File: config.mk
export PLATFORM = sky130hd
export DESIGN_NAME = load_store_unit
export DESIGN_NICKNAME = d
export VERILOG_FILES = /design/src/rtl/load_store_unit.sv
export SDC_FILE = /design/constraint.sdc
export NUM_CORES = 1
export LEC_CHECK = 0
export ABC_AREA = 0
export CAP_MARGIN = 10
export CORE_AREA = 2 2 95 106
export DETAILED_ROUTE_END_ITERATION = 6
export DIE_AREA = 0 0 97 108
export DONT_BUFFER_PORTS = 1
export GPL_ROUTABILITY_DRIVEN = 0
export GPL_TIMING_DRIVEN = 0
export HOLD_SLACK_MARGIN = 0.15
export PLACE_DENSITY = 0.72
export SLEW_MARGIN = 20
export SYNTH_ARGS = -nofsm -noshare
export SYNTH_HDL_FRONTEND = slang
export SYNTH_SLANG_ARGS = --single-unit
File: constraint.sdc
create_clock -name clk -period 2.5 [get_ports clk]
set_clock_uncertainty 0.05 [all_clocks]
set_input_delay 0.5 -clock clk [delete_from_list [all_inputs] [get_ports clk]]
set_output_delay 0.5 -clock clk [all_outputs]
set_load 0.005 [all_outputs]
File: src/rtl/load_store_unit.sv
// rtl/load_store_unit.sv - load/store unit bridging the core to a req/gnt/rvalid data bus
//
// Accepts one load or store per access from the decoder and runs it on the data bus.
// Stores complete after the grant; loads also wait for the read response, then
// extract and extend the selected lane.
//
// Ports:
//   clk, rst_n                      clock, asynchronous active-low reset
//   mem_read_en / mem_write_en      access request from decoder (store wins if both)
//   L_type_data / S_type_data       load kind (LB/LH/LW/LBU/LHU) / store kind (SB/SH/SW)
//   addr, wdata                     effective byte address, store data
//   stall                           hold PC/regfile while an access is in flight
//   load_valid, load_data           extended load result, valid for one cycle
//   misaligned_err                  access rejected (misaligned or illegal kind)
//   dbus_req/we/addr/be/wdata       bus request, held stable until dbus_gnt
//   dbus_gnt, dbus_rvalid, dbus_rdata  bus grant and read response

module load_store_unit (
  input  logic        clk,
  input  logic        rst_n,
  input  logic        mem_read_en,
  input  logic        mem_write_en,
  input  logic [2:0]  L_type_data,
  input  logic [2:0]  S_type_data,
  input  logic [31:0] addr,
  input  logic [31:0] wdata,
  output logic        stall,
  output logic        load_valid,
  output logic [31:0] load_data,
  output logic        misaligned_err,
  output logic        dbus_req,
  output logic        dbus_we,
  output logic [31:0] dbus_addr,
  output logic [3:0]  dbus_be,
  output logic [31:0] dbus_wdata,
  input  logic        dbus_gnt,
  input  logic        dbus_rvalid,
  input  logic [31:0] dbus_rdata
);

  typedef enum logic [1:0] {IDLE, REQ, RESP, DONE} state_t;

  state_t      state_q, state_d;
  logic [2:0]  kind_q;
  logic [1:0]  off_q;

  logic        is_store;
  logic        access;
  logic [2:0]  kind;
  logic        legal;
  logic        aligned;
  logic        launch;
  logic [3:0]  be_new;
  logic [31:0] wd_new;
  logic        stall_c;
  logic        err_c;
  logic [7:0]  rd_byte;
  logic [15:0] rd_half;
  logic [31:0] rd_ext;

  // Request decode; a simultaneous load request is dropped in favour of the store.
  always_comb begin
    is_store = mem_write_en;
    access   = mem_write_en | mem_read_en;
    kind     = mem_write_en ? S_type_data : L_type_data;

    legal = 1'b0;
    if (is_store) begin
      case (kind)
        3'b000, 3'b001, 3'b010: legal = 1'b1;
        default:                legal = 1'b0;
      endcase
    end else begin
      case (kind)
        3'b000, 3'b001, 3'b010, 3'b100, 3'b101: legal = 1'b1;
        default:                                legal = 1'b0;
      endcase
    end

    // kind[1:0] encodes the size for every legal code: 00 byte, 01 half, 10 word.
    case (kind[1:0])
      2'b00:   aligned = 1'b1;
      2'b01:   aligned = ~addr[0];
      2'b10:   aligned = (addr[1:0] == 2'b00);
      default: aligned = 1'b0;
    endcase

    launch = access & legal & aligned;

    case (kind[1:0])
      2'b00:   be_new = 4'b0001 << addr[1:0];
      2'b01:   be_new = 4'b0011 << {addr[1], 1'b0};
      default: be_new = 4'b1111;
    endcase

    // Narrow stores are replicated so the slave can pick any lane via byte enables.
    case (kind[1:0])
      2'b00:   wd_new = {4{wdata[7:0]}};
      2'b01:   wd_new = {2{wdata[15:0]}};
      default: wd_new = wdata;
    endcase
  end

  // Load lane selection and extension from the latched offset and kind.
  always_comb begin
    case (off_q)
      2'b00:   rd_byte = dbus_rdata[7:0];
      2'b01:   rd_byte = dbus_rdata[15:8];
      2'b10:   rd_byte = dbus_rdata[23:16];
      default: rd_byte = dbus_rdata[31:24];
    endcase
    rd_half = off_q[1] ? dbus_rdata[31:16] : dbus_rdata[15:0];

    case (kind_q)
      3'b000:  rd_ext = {{24{rd_byte[7]}}, rd_byte};
      3'b100:  rd_ext = {24'd0, rd_byte};
      3'b001:  rd_ext = {{16{rd_half[15]}}, rd_half};
      3'b101:  rd_ext = {16'd0, rd_half};
      default: rd_ext = dbus_rdata;
    endcase
  end

  always_comb begin
    state_d = state_q;
    stall_c = 1'b0;
    err_c   = 1'b0;
    case (state_q)
      IDLE: begin
        if (access) begin
          if (launch) begin
            state_d = REQ;
            stall_c = 1'b1;
          end else begin
            err_c = 1'b1;
          end
        end
      end
      REQ: begin
        stall_c = 1'b1;
        if (dbus_gnt) state_d = dbus_we ? DONE : RESP;
      end
      RESP: begin
        stall_c = 1'b1;
        if (dbus_rvalid) state_d = DONE;
      end
      DONE: begin
        state_d = IDLE;
      end
      default: state_d = IDLE;
    endcase
  end

  // The IDLE-cycle outputs are combinational on decoder inputs, so reset gates them directly.
  assign stall          = stall_c & rst_n;
  assign misaligned_err = err_c & rst_n;
  assign dbus_req       = (state_q == REQ);
  assign load_valid     = (state_q == DONE) & ~dbus_we;

  always_ff @(posedge clk or negedge rst_n) begin
    if (!rst_n) begin
      state_q    <= IDLE;
      kind_q     <= 3'd0;
      off_q      <= 2'd0;
      dbus_we    <= 1'b0;
      dbus_addr  <= 32'd0;
      dbus_be    <= 4'd0;
      dbus_wdata <= 32'd0;
      load_data  <= 32'd0;
    end else begin
      state_q <= state_d;
      if (state_q == IDLE && launch) begin
        kind_q     <= kind;
        off_q      <= addr[1:0];
        dbus_we    <= is_store;
        dbus_addr  <= {addr[31:2], 2'b00};
        dbus_be    <= be_new;
        dbus_wdata <= wd_new;
      end
      if (state_q == RESP && dbus_rvalid) begin
        load_data <= rd_ext;
      end
    end
  end

endmodule

==> summary.md <==
| Metric | Value |
|---|---|
| Status | finished with violations |
| Failing checks | negative hold slack |
| WP data arrival | 1.85 ns |
| CTS tree | yes |
| NetSw | 2.47 mW |
| Core ar. | 9310 µm² |
| Post-synthesis sequential area ratio | 0.481 |
| Die Span X | 97 µm |
| Post-Syn Instances | 455 |
| Hold_ws | -0.230 ns |
| Seq cells post-synth | 106 |
| Yosys top cell area share | 0.481 |
| Die Y-Extent | 108 µm |
| Drt drc | 0 |
| Synth Cell Area | 5520 µm² |
| Slew HR | 0.325 |
| Initial Util | 0.593 |
| Combinational power share | 0.363 |
| Largest net degree at the start of global routing | 109 |
| R2r worst-path depth | 7 |
| Worst Tran Pin Value | 0.984 ns |
| DP HPWL | 9.20 mm |
| Top-count cell post-synth | dfrtp_1 |
| Final hold violation count | 106 |
| TritonCTS Buffers | 9 |
| CTS Sinks | 106 |
| Row count | 37 |
| Layout overhead on the synthesized area | 6.96% |
| Synth cell types | 43 |
| Worst-path cell chain | inv_1, ha_4, clkinv_1, nor4_4, buf_6, buf_12, o211a_1 |
| Worst vdd ir | 540 µV |
| Final Cycle Share | 0.962 |
| Startpoint types | flip-flop |
| EDFF count, synth | 0 |
| Int Power | 4.50 mW |
| Clock Path Buffers | 2 |
| Worst endpoint required time | 1.95 ns |
| Main synth FF type | dfrtp_1 |
| Tmin final | 2.40 ns |
| Largest stage delay, worst path | 0.45 ns |
| DP Worst Slack | 0.0999 ns |
| Sw Ratio | 0.354 |
| Max Clock Freq | 0.416 GHz |
| Post-detailed-route wirelength per cell | 21.5 µm |
| GRT overflow | 0 |
| Setup Viol. Count Final | 0 |
| Hold Crit Class | input pin to async pin |
| Sequential share of power | 0.481 |
| Tot GR Track Use | 0.240 |
| YS warnings | 0 |
| Synth Area per Inst | 12.1 µm² |
| Leak pwr | 2.56 nW |
| IO Pins | 213 |
| Setup TNS | 0 ns |
| CP endpoint kind | primary output |
| Final nets | 581 |
| Initial antenna violation count | 0 |
| Global-route wire length before repair | 19.8 mm |
| Yosys top cell by area | dfrtp_1 |
| Crit path depth | 7 |
| Design area | 5900 µm² |
| Worst-path fanout max | 10 |
| CP delay by family, top | buffers and inverters |
| Fin util | 0.635 |
| Pwr Total | 6.98 mW |
| Vias per std cell | 6.13 |
| Worst Slack Setup Final | 0.0959 ns |
| Total wire length | 12.7 mm |
| IO Port Bufs | 0 |
| CP max-delay cell | dfrtp_2 |
| Critical path class | flip-flop to primary output |
| Synth top area cells | dfrtp_1 (48%), mux2_4 (18%), mux2_2 (4.7%), nor2_1 (2.8%), buf_12 (2.5%) |
| Antenna cells | 0 |
| Vias in the first global route | 3777 |
| Maxcap violations | 0 |
| Final ANT Viol Nets | 0 |
| Placed Area | 5670 µm² |
| Root buf cell | clkbuf_8 |
| Clock share of power | 0.156 |
| Die area | 10500 µm² |
| Synth top cells by count | dfrtp_1 (106), mux2_4 (66), nor2_1 (41) |
| Async SR Flop Fraction | 1.00 |
| H-tree depth | 3 |
| Share of layout cells above drive strength 1 | 0.281 |
| Power Dens Cells | 1180 nW/µm² |
| Final Slew Violations | 0 |
| Worst-Skew Late Latency | 0.36 ns |
| Worst path bufs/invs | 4 |
| Router iterations before antenna repair | 4 |
| Routed vias | 3619 |
| Drt initial violations | 159 |
| CTS clk-pin slew, worst paths | 0.10 ns |
power by group through the flow:
stage	sequential (mW)	clock [mW]	combinational (mW)
4_1_cts	3.37	1.11	2.51
2_1_floorplan	3.13	0	2.12
3_3_place_gp	3.38	0	2.41
6_report	3.35	1.09	2.53
3_5_place_dp	3.38	0	2.50
5_1_grt	3.46	1.19	2.77
placed cells by master, fill, tap and decap left out, types with 3 or more instances in the layout:
cell	instances
clkinvlp_4	3
a221oi_1	7
o21ai_0	18
mux2_1	10
mux2i_1	10
clkbuf_1	17
or3_1	7
o22ai_1	17
nor2_1	41
nor2b_1	4
mux2_4	66
a21oi_1	27
buf_4	3
ha_1	4
and2_1	8
mux2_2	23
nand2_1	28
buf_2	5
dfrtp_1	104
inv_1	10
buf_12	7
clkbuf_8	10
a31oi_1	9
final cells by class:
| class | count | area [µm²] |
|---|---|---|
| Tap cell | 117 | 146 |
| Clock buffer | 11 | 141 |
| Clock inverter | 5 | 61.3 |
| Fill cell | 731 | 3400 |
| Sequential cell | 106 | 2660 |
| Multi-Input combinational cell | 305 | 2580 |
| Timing Repair Buffer | 1 | 7.51 |
| Inverter | 13 | 48.8 |
| Buffer | 32 | 263 |
through the flow:
stage,cells,hold WS [ns]
global route,590,-0.265
CTS,590,-0.249
detailed placement,573,0.157
global placement,573,0.157
floorplan,456,0.154
finish,590,-0.230
routing by layer:
metal  global-route usage  share of wire  vias to the layer above
met2                0.385           0.49                      199
met5                    0              0                        -
li1                     -              -                     1641
met1                0.291           0.38                     1748
met4                0.104          0.029                        0
met3               0.0944           0.11                       31
path summary, 6_finish.rpt:
check	slack, ns	from	endpoint
worst max-delay path	0.1	state_q[0]	stall
worst min-delay path	-0.23	rst_n	dbus_addr[29]
worst max register to register	0.37	state_q[0]	load_data[23]
worst min register to register	0.48	load_data[4]	load_data[4]
max in group asynchronous	2.40	rst_n	state_q[1]
min in group clk	0.22	addr[10]	dbus_addr[10]
registers in the layout, summed over array words and instances, names as in the netlist:
name / flops
dbus_wdata: 32
load_data: 32
dbus_we: 1
kind_q: 3
dbus_be: 4
state_q: 2
off_q: 2
dbus_addr: 30
timing repair:
item,CTS,global route
gates resized for setup,1,4
pin swaps,1,0
setup buffers,1,0
gates cloned,0,0
setup endpoints to repair,1,1
hold endpoints to repair,106,106
cells by family (layout without fill, tap and decap cells):
logic type,count (synthesis),in the layout,synth area share
compound gates,95,95,0.109
fa+ha+maj,5,5,0.0113
buf+inv,45,62,0.0564
flops,106,106,0.481
mux,109,109,0.265
other cells,1,2,0.000679
simple gates,94,94,0.0766
Note: power is estimated with default switching activity, not from simulation.
